<file path="config.mk">
export PLATFORM = sky130hd
export DESIGN_NAME = parking_occupancy_ctrl_flat
export DESIGN_NICKNAME = d
export VERILOG_FILES = /design/src/rtl/parking_pkg.sv /design/src/rtl/parking_occupancy_ctrl_if.sv /design/src/rtl/parking_gate_fsm.sv /design/src/rtl/parking_occupancy_ctrl.sv /design/src/flat_wrapper.sv
export SDC_FILE = /design/constraint.sdc
export NUM_CORES = 1
export LEC_CHECK = 0
export BUFFER_PORTS_ARGS = -buffer_cell sky130_fd_sc_hd__buf_2
export CAP_MARGIN = 10
export CELL_PAD_IN_SITES_DETAIL_PLACEMENT = 1
export CELL_PAD_IN_SITES_GLOBAL_PLACEMENT = 1
export CORE_ASPECT_RATIO = 0.75
export CORE_MARGIN = 4
export CORE_UTILIZATION = 40
export DETAILED_ROUTE_END_ITERATION = 16
export PLACE_DENSITY_LB_ADDON = 0.1
export SYNTH_ARGS = -nofsm -noshare
export SYNTH_HDL_FRONTEND = slang
export SYNTH_SLANG_ARGS = --single-unit
export TNS_END_PERCENT = 100
</file>
<file path="constraint.sdc">
create_clock -name clk -period 3.4 [get_ports clk]
set_input_delay 0.51 -clock clk [delete_from_list [all_inputs] [get_ports clk]]
set_output_delay 0.51 -clock clk [all_outputs]
set_load 0.05 [all_outputs]
</file>
<file path="src/rtl/parking_pkg.sv">
// Shared types for the parking occupancy controller: gate state
// encoding, sensor codes and a small popcount helper.
package parking_pkg;

  typedef enum logic [2:0] {
    IDLE    = 3'd0,
    ENT0    = 3'd1,
    ENT1    = 3'd2,
    ENT2    = 3'd3,
    EXT0    = 3'd4,
    EXT1    = 3'd5,
    EXT2    = 3'd6,
    INVALID = 3'd7
  } gate_state_t;

  localparam logic [1:0] AB_NONE = 2'b00;
  localparam logic [1:0] AB_OUT  = 2'b10;
  localparam logic [1:0] AB_BOTH = 2'b11;
  localparam logic [1:0] AB_IN   = 2'b01;

  function automatic logic [3:0] popcnt8(input logic [7:0] v);
    logic [3:0] c;
    c = '0;
    for (int i = 0; i < 8; i++) begin
      c = c + 4'(v[i]);
    end
    return c;
  endfunction

endpackage

</file>
<file path="src/rtl/parking_occupancy_ctrl_if.sv">
// Sensor, clear and status bundle of the occupancy controller.
// master = sensor/host side, slave = controller.
interface parking_occupancy_ctrl_if #(
  parameter int NUM_GATES = 2,
  parameter int CAPACITY  = 100
);
  localparam int CNT_W = $clog2(CAPACITY + 1);

  logic                 clr;
  logic [NUM_GATES-1:0] a;
  logic [NUM_GATES-1:0] b;
  logic [CNT_W-1:0]     occupancy;
  logic                 full;
  logic                 empty;
  logic [NUM_GATES-1:0] gate_inc;
  logic [NUM_GATES-1:0] gate_dec;
  logic [NUM_GATES-1:0] gate_err;
  logic                 ovf_err;
  logic                 unf_err;

  modport master (
    output clr, a, b,
    input  occupancy, full, empty,
    input  gate_inc, gate_dec, gate_err,
    input  ovf_err, unf_err
  );

  modport slave (
    input  clr, a, b,
    output occupancy, full, empty,
    output gate_inc, gate_dec, gate_err,
    output ovf_err, unf_err
  );

endinterface

</file>
<file path="src/rtl/parking_gate_fsm.sv">
// Per-lane direction FSM: tracks the a/b sensor walk and flags a
// completed entry, a completed exit, or an illegal sensor jump.
module parking_gate_fsm
  import parking_pkg::*;
(
  input  logic clk,
  input  logic reset,
  input  logic a,
  input  logic b,
  output logic enter_ev,
  output logic exit_ev,
  output logic invalid
);

  gate_state_t state;
  gate_state_t nxt;
  logic [1:0]  ab;

  assign ab = {a, b};

  // next-state decode of the sensor walk
  always_comb begin
    nxt = state;
    unique case (state)
      IDLE: begin
        unique case (ab)
          AB_OUT:  nxt = ENT0;
          AB_IN:   nxt = EXT0;
          AB_BOTH: nxt = INVALID;
          default: nxt = IDLE;
        endcase
      end
      ENT0: begin
        unique case (ab)
          AB_BOTH: nxt = ENT1;
          AB_NONE: nxt = IDLE;
          AB_IN:   nxt = INVALID;
          default: nxt = ENT0;
        endcase
      end
      ENT1: begin
        unique case (ab)
          AB_IN:   nxt = ENT2;
          AB_OUT:  nxt = ENT0;
          AB_NONE: nxt = INVALID;
          default: nxt = ENT1;
        endcase
      end
      ENT2: begin
        unique case (ab)
          AB_NONE: nxt = IDLE;
          AB_BOTH: nxt = ENT1;
          AB_OUT:  nxt = INVALID;
          default: nxt = ENT2;
        endcase
      end
      EXT0: begin
        unique case (ab)
          AB_BOTH: nxt = EXT1;
          AB_NONE: nxt = IDLE;
          AB_OUT:  nxt = INVALID;
          default: nxt = EXT0;
        endcase
      end
      EXT1: begin
        unique case (ab)
          AB_OUT:  nxt = EXT2;
          AB_IN:   nxt = EXT0;
          AB_NONE: nxt = INVALID;
          default: nxt = EXT1;
        endcase
      end
      EXT2: begin
        unique case (ab)
          AB_NONE: nxt = IDLE;
          AB_BOTH: nxt = EXT1;
          AB_IN:   nxt = INVALID;
          default: nxt = EXT2;
        endcase
      end
      default: begin
        nxt = (ab == AB_NONE) ? IDLE : INVALID;
      end
    endcase
  end

  // state register
  always_ff @(posedge clk or posedge reset) begin
    if (reset) state <= IDLE;
    else       state <= nxt;
  end

  assign enter_ev = (state == ENT2) && (ab == AB_NONE);
  assign exit_ev  = (state == EXT2) && (ab == AB_NONE);
  assign invalid  = (nxt == INVALID) && (state != INVALID);

endmodule

</file>
<file path="src/rtl/parking_occupancy_ctrl.sv">
// Multi-gate occupancy controller: merges gate events into a
// saturating count. Option macro: PARKING_SENSOR_SYNC_EN.
module parking_occupancy_ctrl
  import parking_pkg::*;
#(
  parameter int NUM_GATES = 2,
  parameter int CAPACITY  = 100
) (
  input  logic                    clk,
  input  logic                    reset,
  parking_occupancy_ctrl_if.slave bus
);

  localparam int CNT_W = $clog2(CAPACITY + 1);
  // wide enough for an 8-gate burst on a 1-bit counter
  localparam int SW    = CNT_W + 5;
  localparam logic signed [SW-1:0] CAP_S = SW'(CAPACITY);

  logic [NUM_GATES-1:0] a_s;
  logic [NUM_GATES-1:0] b_s;

`ifdef PARKING_SENSOR_SYNC_EN
  logic [NUM_GATES-1:0] a_m;
  logic [NUM_GATES-1:0] b_m;

  // two-flop synchronizer for asynchronous sensor pins
  always_ff @(posedge clk or posedge reset) begin
    if (reset) begin
      a_m <= '0;
      b_m <= '0;
      a_s <= '0;
      b_s <= '0;
    end else begin
      a_m <= bus.a;
      b_m <= bus.b;
      a_s <= a_m;
      b_s <= b_m;
    end
  end
`else
  assign a_s = bus.a;
  assign b_s = bus.b;
`endif

  logic [NUM_GATES-1:0] enter_ev;
  logic [NUM_GATES-1:0] exit_ev;
  logic [NUM_GATES-1:0] invalid;

  for (genvar g = 0; g < NUM_GATES; g++) begin : g_gate
    parking_gate_fsm u_fsm (
      .clk      (clk),
      .reset    (reset),
      .a        (a_s[g]),
      .b        (b_s[g]),
      .enter_ev (enter_ev[g]),
      .exit_ev  (exit_ev[g]),
      .invalid  (invalid[g])
    );
  end

  logic [CNT_W-1:0]     occ;
  logic [NUM_GATES-1:0] inc_q;
  logic [NUM_GATES-1:0] dec_q;
  logic [NUM_GATES-1:0] gerr_q;
  logic                 ovf_q;
  logic                 unf_q;

  logic [3:0]           n_ent;
  logic [3:0]           n_ext;
  logic signed [SW-1:0] nxt;

  // enters and exits cancel before saturation is applied
  always_comb begin
    n_ent = popcnt8(8'(enter_ev));
    n_ext = popcnt8(8'(exit_ev));
    nxt   = SW'(occ) + SW'(n_ent) - SW'(n_ext);
  end

  // saturating counter, event pulses and sticky errors
  always_ff @(posedge clk or posedge reset) begin
    if (reset) begin
      occ    <= '0;
      inc_q  <= '0;
      dec_q  <= '0;
      gerr_q <= '0;
      ovf_q  <= 1'b0;
      unf_q  <= 1'b0;
    end else if (bus.clr) begin
      occ    <= '0;
      inc_q  <= '0;
      dec_q  <= '0;
      gerr_q <= '0;
      ovf_q  <= 1'b0;
      unf_q  <= 1'b0;
    end else begin
      inc_q  <= enter_ev;
      dec_q  <= exit_ev;
      gerr_q <= gerr_q | invalid;
      if (nxt > CAP_S) begin
        occ   <= CNT_W'(CAPACITY);
        ovf_q <= 1'b1;
      end else if (nxt[SW-1]) begin
        occ   <= '0;
        unf_q <= 1'b1;
      end else begin
        occ <= nxt[CNT_W-1:0];
      end
    end
  end

  assign bus.occupancy = occ;
  assign bus.full      = (occ == CNT_W'(CAPACITY));
  assign bus.empty     = (occ == '0);
  assign bus.gate_inc  = inc_q;
  assign bus.gate_dec  = dec_q;
  assign bus.gate_err  = gerr_q;
  assign bus.ovf_err   = ovf_q;
  assign bus.unf_err   = unf_q;

endmodule

</file>
<file path="src/flat_wrapper.sv">
// flat-port wrapper written by rule: the top's interface ports become plain ports
module parking_occupancy_ctrl_flat import parking_pkg::*;
#(
  parameter int NUM_GATES = 2,
  parameter int CAPACITY  = 100
)
  (clk, reset, bus_clr, bus_a, bus_b, bus_occupancy, bus_full, bus_empty, bus_gate_inc, bus_gate_dec, bus_gate_err, bus_ovf_err, bus_unf_err);
  parking_occupancy_ctrl_if #(.NUM_GATES(NUM_GATES), .CAPACITY(CAPACITY)) bus_i ();
  input  logic clk;
  input  logic reset;
  input wire logic [$bits(bus_i.clr)-1:0] bus_clr;
  input wire logic [$bits(bus_i.a)-1:0] bus_a;
  input wire logic [$bits(bus_i.b)-1:0] bus_b;
  output wire logic [$bits(bus_i.occupancy)-1:0] bus_occupancy;
  output wire logic [$bits(bus_i.full)-1:0] bus_full;
  output wire logic [$bits(bus_i.empty)-1:0] bus_empty;
  output wire logic [$bits(bus_i.gate_inc)-1:0] bus_gate_inc;
  output wire logic [$bits(bus_i.gate_dec)-1:0] bus_gate_dec;
  output wire logic [$bits(bus_i.gate_err)-1:0] bus_gate_err;
  output wire logic [$bits(bus_i.ovf_err)-1:0] bus_ovf_err;
  output wire logic [$bits(bus_i.unf_err)-1:0] bus_unf_err;
  assign bus_i.clr = bus_clr;
  assign bus_i.a = bus_a;
  assign bus_i.b = bus_b;
  assign bus_occupancy = bus_i.occupancy;
  assign bus_full = bus_i.full;
  assign bus_empty = bus_i.empty;
  assign bus_gate_inc = bus_i.gate_inc;
  assign bus_gate_dec = bus_i.gate_dec;
  assign bus_gate_err = bus_i.gate_err;
  assign bus_ovf_err = bus_i.ovf_err;
  assign bus_unf_err = bus_i.unf_err;
  parking_occupancy_ctrl #(.NUM_GATES(NUM_GATES), .CAPACITY(CAPACITY)) u_core (.clk(clk), .reset(reset), .bus(bus_i));
endmodule
</file>
==> summary.md <==
| Metric | Value |
|---|---|
| Most area-consuming cells after synthesis | `dfrtp_1 (27%), ha_1 (14%), inv_1 (3.1%)` |
| Diode count | `0` |
| Die X | `88.7 µm` |
| RD Place Congestion | `just over 0.9` |
| Max Cap Violations | `0` |
| CP required | `3.61 ns` |
| Predominant post-synthesis flop cell | `dfrtp_1` |
| Max H-tree Level | `1` |
| Syn Std Cell Area | `0.00195 mm²` |
| Clock Latency Late Sink | `0.27 ns` |
| Startpoint Class | `primary input` |
| Row Count | `21` |
| #FFs+latches synth | `21` |
| GRT Overall Usage | `21.1%` |
| Worst-margin pin slew | `0.827 ns` |
| CTS tree | `yes` |
| Fmax achieved | `between 200 and 300 MHz` |
| Max incr delay on CP | `about 0.47 ns` |
| Share of layout cells above drive strength 1 | `42.6%` |
| Core area | `around 0.0046 mm²` |
| Hold_buf cts | `0` |
| Routed WL | `6370 µm` |
| # IOs | `24` |
| Critical setup path kind | `primary input to flip-flop` |
| CTS Sinks | `21` |
| Leakage | `1.29 nW` |
| First-pass GRT wire length | `9940 µm` |
| Hold Path Class | `primary input to async pin` |
| Final hold vios | `0` |
| Clock tree buffer depth | `2` |
| TritonCTS buffer count | `3` |
| DRC viols | `0` |
| Slowest CP cell | `fa_2` |
| GRT Residual Overflow | `0` |
| Via-per-instance ratio | `~5.6` |
| Post-Syn Instances | `215` |
| Commonest non-fill, non-tap cell in the layout | `buf_4` |
| Final Max Slew Viols | `0` |
| Die ar. | `0.00608 mm²` |
| Post-DP Area | `approximately 0.0025 mm²` |
| Crit end category | `flip-flop` |
| Sequential fraction of the synthesis area | `26.9%` |
| Syn nets | `246` |
| Dominant cell type by area after synthesis | `dfrtp_1` |
| Final Non-Filler Cells | `about 340` |
| Final setup vio count | `6` |
| Fin crit period | `around 3.6 ns` |
| Final period utilization | `107%` |
| Ys Warns | `0` |
| # nets final | `316` |
| Setup ws final | `-0.224 ns` |
| Failing checks | `negative setup slack` |
| Synth unique cells | `60` |
| Cells after DPL | `326` |
| Worst Path Buf+Inv | `6` |
| Via count | `1902` |
| Avg Cell Area, Syn | `9.08 µm²` |
| Crit-path most repeated cell | `ha_4` |
| CTS root buf | `clkbuf_8` |
| Chip height | `68.5 µm` |
| Outcome | `finished, violations left` |
| Drt pass-1 iters | `4` |
| Number of flops mapped to enable cells by yosys | `0` |
| Vias in the first global route | `1945` |
| Setup Skew | `0.00850 ns` |
| Power Density | `728 mW/mm²` |
| Top Family by Delay on Critical Path | `adder cells` |
| Relative slew slack | `44.8%` |
| Post-DR wirelength/cell | `18.7 µm` |
| Antenna Nets Post-Route | `0` |
| Most frequent cells in the layout | `buf_4 (52), dfrtp_1 (21), buf_2 (19)` |
| Area Overhead vs Synth | `41.4%` |
| Port Buf Inserts | `23` |
| RSZ-0062 raised after global routing | `true` |
| Crit path max fanout | `5` |
| Worst-path clk slew | `0.09 ns` |
| Initial Util | `between 40% and 50%` |
| Post-DP HPWL | `4690 µm` |
| Design Area, Final | `approximately 0.0028 mm²` |
| VDD IR max | `between 0.4 and 0.5 mV` |
| Initial antenna violation count | `1` |
| Worst Path Arrival | `between 3 and 4 ns` |
| Largest net degree at the start of global routing | `22` |
| Initial drt markers | `96` |
| CP cell instances | `buf_8, inv_6, ha_4, nand2_4, nor3b_4, ha_4, ha_4, inv_2, fa_2, inv_2, ha_4, nor2b_4, nor3_4, buf_6, nor3b_2, o31a_1, a2111oi_4, buf_4, a221o_1` |
| Yosys top cell area share | `26.9%` |
| Fillers | `528` |
| Asr flop ratio synth | `100%` |
| PnR Total Power | `2.01 mW` |
[state kept, by name, indices dropped and copies added (netlist names)]
signal                     flops
u_core.bus.occupancy           7
u_core.g_gate.u_fsm.state      6
u_core.bus.gate_dec            2
u_core.bus.gate_err            2
u_core.bus.gate_inc            2
u_core.bus.ovf_err             1
u_core.bus.unf_err             1
[final cells by class]
class	count	area, µm²	share of cell area, %
Clock buffer	3	41.3	1.49
Multi-Input combinational cell	166	1490	53.8
Inverter	16	70.1	2.54
Tap cell	57	71.3	2.58
Clock inverter	1	7.51	0.272
Sequential cell	21	526	19.0
Timing Repair Buffer	77	561	20.3
[cells in the mapped netlist, drive strengths merged, types with 4 or more instances]
cell type,number
a21oi,10
nor2b,7
o21ai,6
nand2b,5
nor2,14
nor3,7
nor3b,6
inv,16
ha,22
buf,5
xnor2,7
clkbuf,7
dfrtp,21
nand2,13
nand3,8
and2,6
nor4,5
mux2i,4
[per-layer routing]
metal / share of wire [%] / track usage [%]
met4: 0.96 / 1.89
met5: 0.11 / 0
met2: 48 / 35.6
met3: 4.3 / 3.21
met1: 47 / 29.9
[path summary, 6_finish.rpt]
| path | start | endpoint | slack, ns | depth (start not counted) |
|---|---|---|---|---|
| max in group asynchronous | reset | u_core.bus.occupancy[1] | 2.49 | 2 |
| min in group clk | u_core.bus.gate_err[0] | u_core.bus.gate_err[0] | 0.49 | 2 |
| worst min register to register | u_core.bus.gate_err[0] | u_core.bus.gate_err[0] | 0.49 | 2 |
| worst min-delay path | reset | u_core.bus.unf_err | 0.39 | 2 |
| worst max register to register | u_core.g_gate[1].u_fsm.state[1] | u_core.bus.ovf_err | -0.10 | 16 |
| worst max-delay path | bus_a[1] | u_core.bus.ovf_err | -0.22 | 19 |
[power breakdown]
part           leakage, nW  total, mW  switching [mW]  internal [mW]
sequential           0.277      0.432           0.103          0.329
clock               0.0217      0.173          0.0905         0.0830
combinational        0.993       1.41           0.820          0.586
[kinds of logic after synthesis]
group | Yosys count | share of synthesized area, %
and+or+nand+nor | 80 | 23.1
AOI/OAI and AO/OA | 45 | 18.0
adders and majority gates | 24 | 16.1
buffers and inverters | 28 | 6.28
DFF | 21 | 26.9
muxes | 7 | 4.36
xor gates and xnor gates | 10 | 5.25
[metrics by stage]
stage | util [%] | hold WS (ns) | TNS [ns] | setup WS (ns)
global route | 60.1 | 0.462 | -2.00 | -0.346
finish | 60.1 | 0.388 | -1.27 | -0.224
global placement | 53.7 | 0.466 | -3.34 | -0.602
floorplan | - | 0.487 | -1.50 | -0.274
detailed placement | 53.7 | 0.469 | -4.76 | -0.716
CTS | 57.6 | 0.417 | -0.806 | -0.185
[timing repair]
action / CTS / global route
setup endpoints to repair: 7 / 8
pin swaps: 18 / 13
buffers inserted: 5 / 7
gates resized for setup: 21 / 13
Note: power is estimated with default switching activity, not from simulation.
